### src/rtl/sched_host_ctrl.sv
// Host-side job controller: accepts a tagged job, pulses the scheduler, returns cycles/tag.
// Optional WAIT watchdog is compiled in when SCHED_TIMEOUT_EN is defined.
module sched_host_ctrl #(
    parameter int unsigned TIMEOUT_CYCLES = 1024,
    parameter int unsigned TAG_W          = 8
) (
    input  logic             clk,
    input  logic             rst,
    input  logic             req_valid,
    output logic             req_ready,
    input  logic [TAG_W-1:0] req_tag,
    output logic             sched_start,
    input  logic             sched_done,
    input  logic [31:0]      sched_cycle_count,
    output logic             rsp_valid,
    input  logic             rsp_ready,
    output logic [TAG_W-1:0] rsp_tag,
    output logic [31:0]      rsp_cycles,
    output logic             rsp_timeout,
    output logic             busy,
    output logic [15:0]      jobs_done
);

    typedef enum logic [1:0] {
        IDLE = 2'd0,
        ARM  = 2'd1,
        WAIT = 2'd2,
        RESP = 2'd3
    } state_t;

    state_t state, state_nxt;
    logic   accept;
    logic   done_hit;
    logic   wd_expire;

    assign accept   = req_valid && req_ready;
    assign done_hit = (state == WAIT) && sched_done;

`ifdef SCHED_TIMEOUT_EN
    localparam int unsigned CNT_W = $clog2(TIMEOUT_CYCLES);

    logic [CNT_W-1:0] wait_cnt;

    always_ff @(posedge clk or posedge rst) begin
        if (rst)
            wait_cnt <= '0;
        else if (state == ARM)
            wait_cnt <= '0;
        else if (state == WAIT)
            wait_cnt <= wait_cnt + CNT_W'(1);
    end

    // A done in the same cycle as expiry takes priority (expiry requires !sched_done).
    assign wd_expire = (state == WAIT) && !sched_done &&
                       (wait_cnt == CNT_W'(TIMEOUT_CYCLES - 1));
`else
    logic unused_timeout;

    assign wd_expire      = 1'b0;
    assign unused_timeout = (TIMEOUT_CYCLES != 0);
`endif

    always_ff @(posedge clk or posedge rst) begin
        if (rst)
            state <= IDLE;
        else
            state <= state_nxt;
    end

    always_comb begin
        state_nxt = state;
        case (state)
            IDLE:    if (accept)                 state_nxt = ARM;
            ARM:     if (!sched_done)            state_nxt = WAIT;
            WAIT:    if (done_hit || wd_expire)  state_nxt = RESP;
            RESP:    if (rsp_ready)              state_nxt = IDLE;
            default:                             state_nxt = IDLE;
        endcase
    end

    always_comb begin
        req_ready = (state == IDLE) && !rst;
        rsp_valid = (state == RESP);
        busy      = (state != IDLE);
    end

    always_ff @(posedge clk or posedge rst) begin
        if (rst) begin
            sched_start <= 1'b0;
            rsp_tag     <= '0;
            rsp_cycles  <= '0;
            rsp_timeout <= 1'b0;
            jobs_done   <= '0;
        end else begin
            sched_start <= (state == ARM) && !sched_done;
            if (accept)
                rsp_tag <= req_tag;
            if (done_hit) begin
                rsp_cycles  <= sched_cycle_count;
                rsp_timeout <= 1'b0;
            end else if (wd_expire) begin
                rsp_cycles  <= '1;
                rsp_timeout <= 1'b1;
            end
            if ((state == RESP) && rsp_ready)
                jobs_done <= jobs_done + 16'd1;
        end
    end

endmodule

### config.mk
export PLATFORM = sky130hd
export DESIGN_NAME = sched_host_ctrl
export DESIGN_NICKNAME = d
export VERILOG_FILES = /design/src/rtl/sched_host_ctrl.sv
export SDC_FILE = /design/constraint.sdc
export NUM_CORES = 1
export LEC_CHECK = 0
export ABC_AREA = 1
export CORE_ASPECT_RATIO = 0.5
export CORE_MARGIN = 2
export CORE_UTILIZATION = 47
export CTS_CLUSTER_SIZE = 20
export DETAILED_ROUTE_END_ITERATION = 10
export HOLD_SLACK_MARGIN = 0.12
export PLACE_DENSITY_LB_ADDON = 0.08
export SETUP_SLACK_MARGIN = 0.4
export SLEW_MARGIN = 0
export SYNTH_ARGS = -nofsm -noshare
export SYNTH_HDL_FRONTEND = slang
export SYNTH_SLANG_ARGS = --single-unit
### constraint.sdc
create_clock -name clk -period 3.19 [get_ports clk]
set_input_delay 0.7975 -clock clk [delete_from_list [all_inputs] [get_ports clk]]
set_output_delay 0.7975 -clock clk [all_outputs]
set_load 0.005 [all_outputs]
==> results_dict.tcl <==
set metrics [dict create \
    status "finished clean" \
    coreArea_mm2 0.005492 \
    netlist_area_mm2 0.002670 \
    p_clk_share_pct 24.4 \
    die_area_mm2 0.006336 \
    p_seq_share_pct 35.4 \
    io_buffers 104 \
    synth-main-ff-cell "dfrtp_1" \
    synthArstFlopShare_pct 100.0 \
    clockBufferDepth 2 \
    synth-edff-count 0 \
    cp_max_fo 4 \
    yosysTopAreaCell "dfrtp_1" \
    holdBufCountCts 0 \
    max_stage_delay_ns 0.52 \
    avgRoutedWirePerCell_um 14.07 \
    start_util_pct 48.62 \
    post_cts_buffers 0 \
    r2r_start "state[0]" \
    place_congestion 0.7725 \
    synthTopCellsByArea "dfrtp_1 (55%), mux2_4 (17%), mux2_2 (4.2%), nand2_1 (4.1%), ha_1 (2.3%)" \
    slew_viol_final 0 \
    max_freq_ghz 0.3956 \
    track_usage_pct 19.23 \
    grt_pass1_vias 1958 \
    cts_root_buf "clkbuf_16" \
    cts.htree.levels 3 \
    r2r_end "rsp_cycles[30]" \
    die_w_um 110.6 \
    grt_max_degree 36 \
    dp_hpwl_mm 4.033 \
    rsz0062_at_grt "no" \
    p_sw_share_pct 26.35 \
    p_switching_mw 0.9164 \
    drt-total-wl_mm 5.544 \
    vias_per_cell 4.683 \
    antenna_found_initial 0 \
    path_cells "inv_1, ha_1, inv_1, nor2_4, clkdlybuf4s50_1" \
    grt-ovfl-total 0 \
    row_count 19 \
    synth_seq_cells 59 \
    reg2reg_depth 4 \
    yosysUniqueCellTypes 22 \
    clock_latency_ns 0.32 \
    synth_fp_nets 255 \
    p_per_area_mw_per_mm2 863.6 \
    power_mw 3.477 \
    finalCriticalPeriod_ns 2.528 \
    critPathCaptureType "output pin" \
    crit_top_cell "inv_1" \
    dr.pass1.iters 4 \
    cp_slowest_cell "clkdlybuf4s50_1" \
    grt_pass1_wl_mm 9.404 \
    synth_top_area_share_pct 55.30 \
    path_class "reg -> out" \
    ys_warn_count 0 \
    synthCells 205 \
    drive_gt1_share_pct 20.56 \
    cts-buffers-inserted 9 \
    r2r_slack_ns 1.47 \
    slew_headroom_pct 60.84 \
    diodes 0 \
    worst_pin_slew_ns 0.5868 \
    final_antenna_net_count 0 \
    area_delta_synth_final_pct 50.80 \
    peakVddDrop_v 0.0005899 \
    hold_path_end "jobs_done[14]" \
    io_pins 106 \
    maxCapViolCount 0 \
    clk_pin_slew_worst_paths_ns 0.05 \
    finalSetupViolCount 0 \
    clock_skew_ns 0.004997 \
    seq_area_frac_synth_pct 55.30 \
    synthTopCellsByCount "dfrtp_1 (59), mux2_4 (30), nand2_1 (29)" \
    drt-initial-drc-count 51 \
    cts_tree "yes" \
    min_path_cells 2 \
    final.setup.tns_ns 0 \
    fin_nets 367 \
    die_h_um 57.30 \
    drc 0 \
    worstHoldPathType "reg -> reg" \
    synth.most_common_cell "dfrtp_1" \
    crit_required_ns 2.39 \
    start_kind "flop" \
    min_from "jobs_done[14]" \
    critical_path_arrival_ns 1.73 \
    finalCritPeriodShare_pct 79.25 \
    hold_viol 0 \
    intPower_mw 2.561 \
    vias 1845 \
    p_comb_share_pct 40.2 \
    clock_sinks 59 \
    p_leak_nw 1.915 \
    avgSynthCellArea_um2 13.02 \
]
==> registers in the layout (all words and copies together), names as in the netlist <==
signal / cells
rsp_cycles: 32
jobs_done: 16
rsp_tag: 8
state: 2
sched_start: 1
==> power by group through the flow <==
stage / clock network, mW / logic [mW] / registers, mW
after floorplan: 0 / 0.660 / 1.25
after global placement: 0 / 1.38 / 1.22
after detailed placement: 0 / 1.41 / 1.24
after CTS: 0.873 / 1.43 / 1.24
after global routing: 0.910 / 1.51 / 1.27
final: 0.848 / 1.40 / 1.23
==> cell usage in the layout (no fill, tap or decap), types with 2 or more instances in the layout <==
cell type	Yosys	layout
nand4_1	2	2
inv_2	1	2
clkinvlp_4	0	2
mux2_2	10	10
clkdlybuf4s50_1	0	103
clkbuf_16	0	9
ha_1	5	5
mux2_4	30	30
nand2_1	29	29
nand3_1	10	10
nor2_1	15	15
dfrtp_1	59	59
xor2_1	6	6
clkinv_2	0	3
nor2_2	2	2
nor2_4	2	2
inv_1	16	15
nand2_4	3	3
xnor2_1	6	6
==> metrics by stage <==
step	utilization, %	hold WS, ns	cells	area, µm²	worst slack [ns]
after floorplan	-	0.4842	205	2670	0.9362
after global placement	68.38	0.4868	379	3755	0.4578
after detailed placement	68.38	0.4911	379	3755	0.4422
after CTS	73.27	0.5066	394	4024	0.4379
after global routing	73.32	0.5166	394	4026	0.5693
final	73.32	0.5018	394	4026	0.6619
==> critical path: cells and delay by family (launching register included) <==
| family | cells | cell delay [ns] |
|---|---|---|
| simple gates | 1 | 0.11 |
| flops | 1 | 0.41 |
| fa+ha+maj | 1 | 0.20 |
| buf+inv | 3 | 0.70 |
==> final cells by class <==
cell class                 count  area (µm²)
sequential                    59        1476
fill                         396        1465
timing repair buffer         105        1064
multi-input combinational    125        1062
clock buffer                  10       239.0
tap                           73       91.34
inverter                      17       63.81
clock inverter                 5       30.03
==> kinds of logic (layout without fill, tap and decap cells) <==
family                     count (synthesis)  in the layout  share of synthesized area (%)
AOI/OAI and AO/OA                          3              3                         0.5618
xor gates and xnor gates                  12             12                          3.936
adders and majority gates                  5              5                          2.343
buffers and inverters                     21            137                          4.920
DFF                                       59             59                          55.30
muxes                                     40             40                          21.09
other                                      1              1                         0.1404
and+or+nand+nor                           64             64                          11.71
==> worst max path at each step <==
stage | from | end | slack, ns | cells after the start
floorplan | rst | jobs_done[0] | 0.94 | 1
global placement | rst | req_ready | 0.46 | 3
detailed placement | rst | req_ready | 0.44 | 3
CTS | rst | req_ready | 0.44 | 3
global route | state[0] | req_ready | 0.57 | 5
finish | state[0] | req_ready | 0.66 | 5
==> per-layer routing <==
metal  share of wire [%]  global-route usage, %  vias up  wire [µm]
met4                0.61                  5.893        0         34
met2                  49                  32.60       55       2718
met3                 5.1                  6.482        5        280
met5                   0                      0        -          0
li1                    -                      -      888          -
met1                  45                  24.00      897       2511
==> timing repair <==
item / 4_1_cts / 5_1_grt
endpoints found under the hold margin: 0 / 0
setup endpoints to repair: 0 / 1
resized for setup: 0 / 1
(Power assumes the default switching activity.)
